### src/rtl/mem_stage.sv
// Memory stage: drives the data bus for loads/stores and produces writeback.
// Define MEM_ACK_TIMEOUT_EN to turn unanswered bus requests into bus errors.
module mem_stage #(
  parameter int ACK_TIMEOUT = 16
) (
  input  logic        clk,
  input  logic        rst,
  input  logic        ex_valid,
  input  logic [31:0] ex_alu_result,
  input  logic [31:0] ex_store_data,
  input  logic [4:0]  ex_rd,
  input  logic        ex_reg_write,
  input  logic        ex_mem_read,
  input  logic        ex_mem_write,
  input  logic [2:0]  ex_funct3,
  output logic        mem_stall,
  output logic        dmem_req,
  output logic        dmem_we,
  output logic [31:0] dmem_addr,
  output logic [31:0] dmem_wdata,
  output logic [3:0]  dmem_be,
  input  logic        dmem_ack,
  input  logic [31:0] dmem_rdata,
  output logic        wb_valid,
  output logic [4:0]  wb_rd,
  output logic        wb_reg_write,
  output logic [31:0] wb_data,
  output logic        misaligned,
  output logic        bus_err
);

  typedef enum logic {
    S_IDLE,
    S_WAIT
  } state_t;

  state_t      state;
  logic        ld_load;
  logic        ld_rw;
  logic [2:0]  ld_f3;
  logic [1:0]  ld_lane;

  logic        is_mem;
  logic        acc_bad;
  logic [1:0]  lane;
  logic [3:0]  acc_be;
  logic [31:0] acc_wdata;
  logic [31:0] lane_data;
  logic [31:0] load_data;

`ifdef MEM_ACK_TIMEOUT_EN
  localparam int CW = $clog2(ACK_TIMEOUT + 1);
  logic [CW-1:0] wait_cnt;
`endif

  assign is_mem    = ex_mem_read | ex_mem_write;
  assign lane      = ex_alu_result[1:0];
  assign mem_stall = (state == S_WAIT);

  always_comb begin
    acc_bad   = 1'b0;
    acc_be    = 4'b0000;
    acc_wdata = '0;
    unique case (ex_funct3[1:0])
      2'b00: begin
        acc_be    = 4'b0001 << lane;
        acc_wdata = {4{ex_store_data[7:0]}};
      end
      2'b01: begin
        acc_bad   = lane[0];
        acc_be    = lane[1] ? 4'b1100 : 4'b0011;
        acc_wdata = {2{ex_store_data[15:0]}};
      end
      2'b10: begin
        acc_bad   = |lane;
        acc_be    = 4'b1111;
        acc_wdata = ex_store_data;
      end
      default: acc_bad = 1'b1;
    endcase
    // 110 would be an RV64 LWU; not legal here
    if (ex_funct3 == 3'b110)
      acc_bad = 1'b1;
  end

  assign lane_data = dmem_rdata >> {ld_lane, 3'b000};

  always_comb begin
    load_data = dmem_rdata;
    unique case (ld_f3)
      3'b000:  load_data = {{24{lane_data[7]}}, lane_data[7:0]};
      3'b001:  load_data = {{16{lane_data[15]}}, lane_data[15:0]};
      3'b100:  load_data = {24'b0, lane_data[7:0]};
      3'b101:  load_data = {16'b0, lane_data[15:0]};
      default: load_data = dmem_rdata;
    endcase
  end

  always_ff @(posedge clk or posedge rst) begin
    if (rst) begin
      state        <= S_IDLE;
      ld_load      <= 1'b0;
      ld_rw        <= 1'b0;
      ld_f3        <= 3'b0;
      ld_lane      <= 2'b0;
      dmem_req     <= 1'b0;
      dmem_we      <= 1'b0;
      dmem_addr    <= '0;
      dmem_wdata   <= '0;
      dmem_be      <= 4'b0;
      wb_valid     <= 1'b0;
      wb_rd        <= 5'b0;
      wb_reg_write <= 1'b0;
      wb_data      <= '0;
      misaligned   <= 1'b0;
      bus_err      <= 1'b0;
`ifdef MEM_ACK_TIMEOUT_EN
      wait_cnt     <= '0;
`endif
    end else begin
      wb_valid   <= 1'b0;
      misaligned <= 1'b0;
      bus_err    <= 1'b0;
      unique case (state)
        S_IDLE: begin
          if (ex_valid) begin
            wb_rd <= ex_rd;
            if (!is_mem) begin
              wb_valid     <= 1'b1;
              wb_data      <= ex_alu_result;
              wb_reg_write <= ex_reg_write;
            end else if (acc_bad) begin
              wb_valid     <= 1'b1;
              misaligned   <= 1'b1;
              wb_data      <= '0;
              wb_reg_write <= 1'b0;
            end else begin
              state      <= S_WAIT;
              dmem_req   <= 1'b1;
              // read+write together behaves as a load
              dmem_we    <= ~ex_mem_read;
              dmem_addr  <= {ex_alu_result[31:2], 2'b00};
              dmem_wdata <= acc_wdata;
              dmem_be    <= acc_be;
              ld_load    <= ex_mem_read;
              ld_rw      <= ex_reg_write;
              ld_f3      <= ex_funct3;
              ld_lane    <= lane;
`ifdef MEM_ACK_TIMEOUT_EN
              wait_cnt   <= '0;
`endif
            end
          end
        end
        S_WAIT: begin
          if (dmem_ack) begin
            state        <= S_IDLE;
            dmem_req     <= 1'b0;
            wb_valid     <= 1'b1;
            wb_reg_write <= ld_load & ld_rw;
            wb_data      <= ld_load ? load_data : '0;
          end
`ifdef MEM_ACK_TIMEOUT_EN
          else if (wait_cnt == CW'(ACK_TIMEOUT - 1)) begin
            state        <= S_IDLE;
            dmem_req     <= 1'b0;
            bus_err      <= 1'b1;
            wb_valid     <= 1'b1;
            wb_reg_write <= 1'b0;
            wb_data      <= '0;
          end else begin
            wait_cnt <= wait_cnt + 1'b1;
          end
`endif
        end
        default: state <= S_IDLE;
      endcase
    end
  end

endmodule

### config.mk
export PLATFORM = sky130hd
export DESIGN_NAME = mem_stage
export DESIGN_NICKNAME = d
export VERILOG_FILES = /design/src/rtl/mem_stage.sv
export SDC_FILE = /design/constraint.sdc
export NUM_CORES = 1
export LEC_CHECK = 0
export ABC_AREA = 1
export BUFFER_PORTS_ARGS = -buffer_cell sky130_fd_sc_hd__buf_2
export CAP_MARGIN = 20
export CORE_MARGIN = 3
export CORE_UTILIZATION = 31
export CTS_CLUSTER_SIZE = 28
export DETAILED_ROUTE_END_ITERATION = 8
export PLACE_DENSITY = 0.51
export SKIP_LAST_GASP = 1
export SYNTH_ARGS = -nofsm -noshare
export SYNTH_HDL_FRONTEND = slang
export SYNTH_SLANG_ARGS = --single-unit
### constraint.sdc
create_clock -name clk -period 8.1 [get_ports clk]
set_clock_uncertainty 0.15 [all_clocks]
set_input_delay 1.215 -clock clk [delete_from_list [all_inputs] [get_ports clk]]
set_output_delay 1.215 -clock clk [all_outputs]
set_load 0.01 [all_outputs]
==> metrics.md, run 1 <==
| Metric | Value |
|---|---|
| Core area | `0.0189 mm^2` |
| Final Hold Fails | `0` |
| Peak supply drop | `0.000156 V` |
| RSZ-0062 raised after global routing | `no` |
| Grt ovf | `0` |
| Final Cycle Share | `38.5%` |
| Final Setup Violations | `0` |
| Fraction of registers with async set/reset | `100%` |
| Cells after synthesis | `831` |
| DP Wirelength | `14500 um` |
| Area Growth Syn to Fin | `29.8%` |
| Routed WL per cell | `15.5 um` |
| Pin count of the biggest net entering global routing | `67` |
| Max-slew violations | `0` |
| Drt drc | `0` |
| Routed met1 length | `9310 um` |
| Setup WS post-layout | `4.98 ns` |
| Relative slew slack | `36.0%` |
| CP endpoint kind | `flop` |
| Hold Buf Count CTS | `0` |
| Fmax achieved | `321 MHz` |
| PostCTS Resize Cnt | `0` |
| Bufs on Longest Clock Path | `2` |
| Setup TNS | `0 ns` |
| First-pass GRT wire length | `32900 um` |
| Leak | `4.35 nW` |
| Critical Path AT | `3.25 ns` |
| Yosys warnings | `0` |
| Synthesized cell area | `0.00603 mm^2` |
| Outcome | `finished clean` |
| Uppermost routed layer | `met5` |
| Crit Path Max Fanout | `33` |
| Antenna violations before repair | `1` |
| Die height | `145 um` |
| Crit start category | `input port` |
| Postcts setup bufs | `0` |
| Synth unique cells | `28` |
| Worst-path clk slew | `0.05 ns` |
| Fin nets | `1138` |
| Initial DRT Pass Iterations | `4` |
| Total CTS buffers | `17` |
| Max-Cap Viols | `0` |
| Worst Tran Pin Value | `0.959 ns` |
| Yosys reg bits | `116` |
| Vias per Instance | `4.58` |
| # H-tree levels | `4` |
| Peak per-stage delay on the critical path | `0.65 ns` |
| Layout cells sized above 1 | `26.4%` |
| Worst-path cell chain | `buf_2 -> inv_2 -> nor2_1 -> nand2_1 -> nand3_2 -> nand2_2 -> nand2_2 -> inv_2 -> nand2_1 -> o21ai_1` |
| Register area share after synthesis | `48.2%` |
| Iter 0 DRT Violations | `450` |
| Post-route ant nets | `0` |
| Antenna fix cells | `0` |
| CTS tree | `done` |
| Worst Hold Class | `reg -> reg` |
| Post-Place Worst Slack | `4.51 ns` |
| Power Density | `282 mW/mm^2` |
| Gr usage total | `19.2%` |
| Routability cong. | `0.842` |
| WS Path Type | `in -> reg` |
| Clk sinks | `116` |
| Crit-path slowest cell | `nand2_2` |
| Initial Util | `31.9%` |
| Total wire length | `20100 um` |
| Vias in the first global route | `5936` |
| Post-synth EDFFs | `0` |
| WL met2 | `9340 um` |
| Critical Path RT | `8.24 ns` |
| Die X | `145 um` |
| Final hold slack | `0.320 ns` |
| Top_reg_cell synth | `dfrtp_1` |
| Post-Syn Area per Cell | `7.25 um^2` |
| Die area | `0.0212 mm^2` |
| Final min period | `3.12 ns` |
| Io pins | `223` |
| Via count | `5951` |
| Worst skew pair latency | `0.41 ns` |
| Root buffer cell | `clkbuf_16` |
| Metal3 WL | `1230 um` |
| Cell row count | `50` |
| # port buffers | `219` |
[through the flow]
step	cell area, um^2	std cells	total power, mW	utilization (%)
CTS	7790	1298	2.23	41.3
detailed placement	7200	1267	1.45	38.1
global route	7820	1299	2.35	41.4
floorplan	6040	833	1.20	-
finish	7820	1299	2.20	41.4
global placement	7200	1267	1.45	38.1
[worst max-delay path, delay by kind of cell]
family | cells | cell delay, ns
buffers and inverters | 3 | 0.55
AND/OR/NAND/NOR | 6 | 1.39
AO/OA/AOI/OAI | 1 | 0.06
[cell type report]
| type | count | area [um^2] |
|---|---|---|
| Clock buffer | 21 | 460 |
| Clock inverter | 10 | 131 |
| Fill cell | 2075 | 11100 |
| Inverter | 85 | 323 |
| Multi-Input combinational cell | 582 | 2520 |
| Sequential cell | 116 | 2900 |
| Tap cell | 260 | 325 |
| Timing Repair Buffer | 225 | 1160 |
[Yosys cell counts, types with 10 or more instances]
cell type / n / area share [%]
a21oi_1: 70 / 5.8
buf_2: 14 / 1.2
buf_4: 16 / 2.0
clkbuf_1: 15 / 0.93
dfrtp_1: 116 / 48
inv_1: 75 / 4.7
inv_2: 10 / 0.62
nand2_1: 278 / 17
nand3_1: 37 / 3.1
nor2_1: 81 / 5.0
o21ai_0: 39 / 3.2
o21ai_1: 49 / 4.1
[worst paths after layout]
| kind | start | to | slack, ns | depth (start not counted) |
|---|---|---|---|---|
| worst max register to register | ld_f3[1] | wb_data[1] | 5.41 | 5 |
| min in group asynchronous | rst | dmem_req | 0.75 | 2 |
| worst min-delay path | dmem_addr[7] | dmem_addr[7] | 0.32 | 2 |
| worst min register to register | dmem_addr[7] | dmem_addr[7] | 0.32 | 2 |
| max in group asynchronous | rst | wb_rd[2] | 5.70 | 3 |
| worst max-delay path | ex_funct3[1] | wb_data[7] | 4.98 | 10 |
[per-layer routing]
layer / GRT usage (%) / vias to the layer above
met4: 5.08 / 2
met5: 0 / -
met2: 30.1 / 191
met1: 26.3 / 2730
li1: - / 3007
met3: 5.48 / 21
[placed cells by master (no fill, tap or decap), types with 3 or more instances in the layout]
cell       instances
bufinv_16          3
a21oi_1           70
o21ai_0           39
buf_2            219
conb_1             3
inv_2              9
nand3_1           37
dfrtp_1          116
clkinv_2           6
o21ai_1           49
nand2_1          278
clkbuf_16         17
a31oi_1            8
buf_4              5
nor2_1            81
inv_1             74
[state kept, by name, summed over array words and instances, names as in the netlist]
register	count
dmem_wdata	32
wb_data	32
dmem_addr	30
wb_rd	5
dmem_be	4
ld_f3	3
ld_lane	2
dmem_req	1
dmem_we	1
ld_load	1
ld_rw	1
mem_stall	1
misaligned	1
wb_reg_write	1
wb_valid	1
[power breakdown]
part / leakage (nW) / internal (mW) / switching, mW
clock network: 0.292 / 0.495 / 0.268
logic: 2.60 / 0.233 / 0.379
registers: 1.45 / 0.720 / 0.108
[logic make-up (layout without fill, tap and decap cells)]
kind of cell,count (synthesis),in the layout,synth area share [%]
buf+inv,135,341,10.2
compound gates,172,172,14.7
simple gates,407,407,26.9
flops,116,116,48.2
other cells,1,3,0.0622
Note: power is estimated with default switching activity, not from simulation.
==> run 2: changes to the inputs <==
--- a/config.mk
+++ b/config.mk
@@ -12,7 +12,7 @@
 export CORE_UTILIZATION = 31
 export CTS_CLUSTER_SIZE = 28
 export DETAILED_ROUTE_END_ITERATION = 8
-export PLACE_DENSITY = 0.51
+export PLACE_DENSITY = 0.53
 export SKIP_LAST_GASP = 1
 export SYNTH_ARGS = -nofsm -noshare
 export SYNTH_HDL_FRONTEND = slang
==> constraint.sdc (replaced) <==
create_clock -name clk -period 2.7 [get_ports clk]
set_clock_uncertainty 0.15 [all_clocks]
set_input_delay 0.405 -clock clk [delete_from_list [all_inputs] [get_ports clk]]
set_output_delay 0.405 -clock clk [all_outputs]
set_load 0.01 [all_outputs]
==> metrics.md, run 2 (same netlist as run 1, synthesis figures left out) <==
| Metric | Value |
|---|---|
| Root buffer cell | `clkbuf_16` |
| Critical Path RT | `2.84 ns` |
| # port buffers | `219` |
| Leak | `4.39 nW` |
| Crit start category | `flop` |
| Vias per Instance | `4.55` |
| Fmax achieved | `476 MHz` |
| Pin count of the biggest net entering global routing | `117` |
| Antenna violations before repair | `1` |
| Setup WS post-layout | `0.600 ns` |
| Routed WL per cell | `15.2 um` |
| Grt ovf | `0` |
| Top flop regs | `dmem_wdata x32, wb_data x32, dmem_addr x30` |
| Initial Util | `31.9%` |
| Routability cong. | `0.842` |
| Final Setup Violations | `0` |
| Core area | `0.0189 mm^2` |
| DP Wirelength | `14300 um` |
| Peak supply drop | `0.000461 V` |
| Total CTS buffers | `17` |
| Cell row count | `50` |
| Setup TNS | `0 ns` |
| Initial DRT Pass Iterations | `4` |
| First-pass GRT wire length | `32200 um` |
| Iter 0 DRT Violations | `344` |
| Die X | `145 um` |
| Failing checks | `hold timing` |
| Bufs on Longest Clock Path | `2` |
| Total wire length | `19900 um` |
| Gr usage total | `18.9%` |
| Final Cycle Share | `77.8%` |
| Via count | `5950` |
| Die area | `0.0212 mm^2` |
| Layout cells sized above 1 | `27.1%` |
| Outcome | `finished with violations` |
| Final Hold Fails | `6` |
| Clk sinks | `116` |
| Io pins | `223` |
| Antenna fix cells | `0` |
| CP endpoint kind | `flop` |
| Crit Path Max Fanout | `18` |
| Drt drc | `0` |
| Final hold slack | `-0.0382 ns` |
| Commonest non-fill, non-tap cell in the layout | `nand2_1` |
| Max-slew violations | `0` |
| Hold Buf Count CTS | `0` |
| Area Growth Syn to Fin | `31.5%` |
| Worst skew pair latency | `0.41 ns` |
| Worst Tran Pin Value | `0.736 ns` |
| Max-Cap Viols | `0` |
| Postcts setup bufs | `0` |
| Worst-path clk slew | `0.06 ns` |
| Total placed instance area | `0.00732 mm^2` |
| Final min period | `2.10 ns` |
| Final Cell Area | `0.00793 mm^2` |
| RSZ-0062 raised after global routing | `no` |
| Die height | `145 um` |
| Fin nets | `1147` |
| Post-route ant nets | `0` |
| Worst Hold Class | `in -> async` |
| Vias in the first global route | `5973` |
| Critical Path AT | `2.24 ns` |
| Power Density | `845 mW/mm^2` |
| Post-Place Worst Slack | `0.518 ns` |
| Relative slew slack | `50.9%` |
| WS Path Type | `reg -> reg` |
| PostCTS Resize Cnt | `0` |
| CTS tree | `done` |
| Commonest cells after routing, fill and taps aside | `nand2_1, buf_2, dfrtp_1, nor2_1, inv_1` |
| # H-tree levels | `4` |
-- run 2: worst paths after layout --
kind                                 endpoint    startpoint  cells past startpoint  slack [ns]
worst max-delay path              wb_data[21]    ld_lane[0]                      7        0.60
worst min-delay path            dmem_addr[27]           rst                      3       -0.04
worst max register to register    wb_data[21]    ld_lane[0]                      7        0.60
worst min register to register   dmem_addr[7]  dmem_addr[7]                      2        0.32
max in group asynchronous            wb_rd[0]           rst                      3        1.81
min in group clk                    mem_stall      dmem_ack                      2        0.04
-- run 2: cell type report --
cell class	count	area (um^2)
Fill cell	2055	11000
Sequential cell	116	2900
Multi-Input combinational cell	582	2520
Timing Repair Buffer	234	1250
Clock buffer	18	429
Tap cell	260	325
Inverter	85	324
Clock inverter	13	184
-- run 2: metal layers --
metal  GRT usage, %  wire, um
met1           25.1      9110
met2           29.9      9220
met3           5.64      1280
met4           6.08       270
met5              0         7
-- run 2: where the power goes --
group	total (mW)	switching [mW]	internal [mW]	leakage, nW
Clock	2.37	0.835	1.54	0.292
Sequential	2.42	0.263	2.16	1.45
Combinational	1.91	1.18	0.726	2.65
Total	6.70	2.28	4.42	4.39
-- run 2: worst max-delay path, cell delays in order (launching register included) --
cell     delay [ns]
dfrtp_1        0.60
inv_2          0.24
nand2_1        0.11
nand3_1        0.13
nand3_4        0.17
nand3_2        0.31
nand2_1        0.18
a21oi_1        0.08
-- run 2: through the flow --
step                total power [mW]  utilization (%)  instances  hold WS (ns)
finish                          6.70             42.0       1308       -0.0382
global route                    7.17             42.0       1308        0.0205
CTS                             6.81             42.0       1308       0.00981
detailed placement              4.38             38.7       1277         0.303
global placement                4.38             38.7       1277         0.301
floorplan                       3.59                -        833         0.292
==> run 3: changes to the inputs <==
--- a/config.mk
+++ b/config.mk
@@ -12,7 +12,7 @@
 export CORE_UTILIZATION = 31
 export CTS_CLUSTER_SIZE = 28
 export DETAILED_ROUTE_END_ITERATION = 8
-export PLACE_DENSITY = 0.53
+export PLACE_DENSITY = 0.51
 export SKIP_LAST_GASP = 1
 export SYNTH_ARGS = -nofsm -noshare
 export SYNTH_HDL_FRONTEND = slang
==> constraint.sdc (replaced) <==
create_clock -name clk -period 2 [get_ports clk]
set_clock_uncertainty 0.15 [all_clocks]
set_input_delay 0.3 -clock clk [delete_from_list [all_inputs] [get_ports clk]]
set_output_delay 0.3 -clock clk [all_outputs]
set_load 0.01 [all_outputs]
==> metrics.md, run 3 (same netlist as run 1, synthesis figures left out) <==
| Metric | Value |
|---|---|
| Initial DRT Pass Iterations | `5` |
| Power Density | `1080 mW/mm^2` |
| Via count | `6150` |
| Die X | `145 um` |
| Commonest non-fill, non-tap cell in the layout | `nand2_1` |
| Root buffer cell | `clkbuf_16` |
| Initial Util | `31.9%` |
| Post-route ant nets | `0` |
| Final Cell Area | `0.00840 mm^2` |
| Area Growth Syn to Fin | `39.3%` |
| Leak | `4.59 nW` |
| Worst-path clk slew | `0.05 ns` |
| Total CTS buffers | `17` |
| Worst Tran Pin Value | `0.571 ns` |
| DP Wirelength | `14700 um` |
| Pin count of the biggest net entering global routing | `69` |
| Routed WL per cell | `15.1 um` |
| Fmax achieved | `557 MHz` |
| # H-tree levels | `4` |
| Grt ovf | `0` |
| Total placed instance area | `0.00745 mm^2` |
| Critical Path RT | `2.18 ns` |
| Vias in the first global route | `6093` |
| CTS tree | `done` |
| Relative slew slack | `61.9%` |
| Cell row count | `50` |
| Io pins | `223` |
| Bufs on Longest Clock Path | `2` |
| Crit Path Max Fanout | `23` |
| Final min period | `1.80 ns` |
| Setup WS post-layout | `0.205 ns` |
| Postcts setup bufs | `0` |
| Total wire length | `20400 um` |
| Outcome | `finished clean` |
| Worst skew pair latency | `0.41 ns` |
| Vias per Instance | `4.54` |
| Gr usage total | `19.4%` |
| Commonest cells after routing, fill and taps aside | `nand2_1, buf_2, dfrtp_1, nor2_1, inv_1` |
| Fin nets | `1191` |
| Final Hold Fails | `0` |
| Fill cells | `2054` |
| Core area | `0.0189 mm^2` |
| Worst Hold Class | `in -> reg` |
| Antenna violations before repair | `3` |
| PnR Total Power | `9.07 mW` |
| Post-Place Worst Slack | `0.150 ns` |
| Routability cong. | `0.866` |
| First-pass GRT wire length | `33200 um` |
| # port buffers | `219` |
| Final Cycle Share | `89.8%` |
| Drt drc | `0` |
| Max-slew violations | `0` |
| Die area | `0.0212 mm^2` |
| Die height | `145 um` |
| Max-Cap Viols | `0` |
| Iter 0 DRT Violations | `437` |
| Peak supply drop | `0.000601 V` |
| Crit start category | `input port` |
| Critical Path AT | `1.98 ns` |
| RSZ-0062 raised after global routing | `no` |
| Clk sinks | `116` |
| Layout cells sized above 1 | `27.2%` |
| WS Path Type | `in -> reg` |
| Setup TNS | `0 ns` |
| Final Setup Violations | `0` |
| CP endpoint kind | `flop` |
| Top flop regs | `dmem_wdata x32, wb_data x32, dmem_addr x30` |
[run 3: area by class of cell]
type	instances	area, um^2	share of cell area (%)
clock inverters	14	154	1.83
well taps	260	325	3.87
repair buffers	278	1720	20.5
clock buffers	18	439	5.23
diodes	2	5.00	0.0596
inverters	85	327	3.89
multi-input cells	582	2520	30.0
flip-flops and latches	116	2900	34.6
[run 3: worst paths after layout]
check	from	to	slack, ns	cells past startpoint
hold / removal	ex_alu_result[4]	dmem_addr[4]	0.02	3
max in group asynchronous	rst	wb_data[8]	0.94	4
hold reg to reg	dmem_addr[7]	dmem_addr[7]	0.31	2
min in group asynchronous	rst	wb_rd[4]	0.40	4
setup / recovery	ex_mem_read	wb_data[8]	0.20	10
setup reg to reg	ld_lane[0]	wb_data[24]	0.22	8
[run 3: what timing repair did]
item                                    in CTS  in global routing
endpoints found under the setup margin       0                 15
hold buffers                                34                  0
hold endpoints to repair                   149                  0
gates resized for setup                      0                  4
[run 3: power breakdown]
group	internal [mW]	switching (mW)	total (mW)
combinational	1.11	1.66	2.77
clock	1.88	1.17	3.05
sequential	2.92	0.337	3.25
[run 3: per-layer routing]
metal | global-route usage [%] | wire, um | up-vias
li1 | - | - | 3120
met1 | 26.3 | 9470 | 2800
met2 | 29.8 | 9250 | 195
met3 | 5.73 | 1280 | 31
met4 | 6.51 | 393 | 4
met5 | 0 | 27 | -
[run 3: per-stage QoR]
step / utilization, % / cells / hold WS, ns
after detailed placement: 39.5 / 1287 / 0.293
after global routing: 44.4 / 1354 / 0.00965
after global placement: 39.5 / 1287 / 0.293
after floorplan: - / 833 / 0.231
final: 44.5 / 1355 / 0.0175
after CTS: 44.4 / 1353 / 0.00344
[run 3: critical path, stage by stage]
cell           delay [ns]
dlygate4sd3_1        0.53
buf_2                0.13
nor2_1               0.16
inv_2                0.07
nand3_2              0.09
nand2_2              0.07
nand2_2              0.24
buf_12               0.21
nor2_1               0.05
a21oi_1              0.12
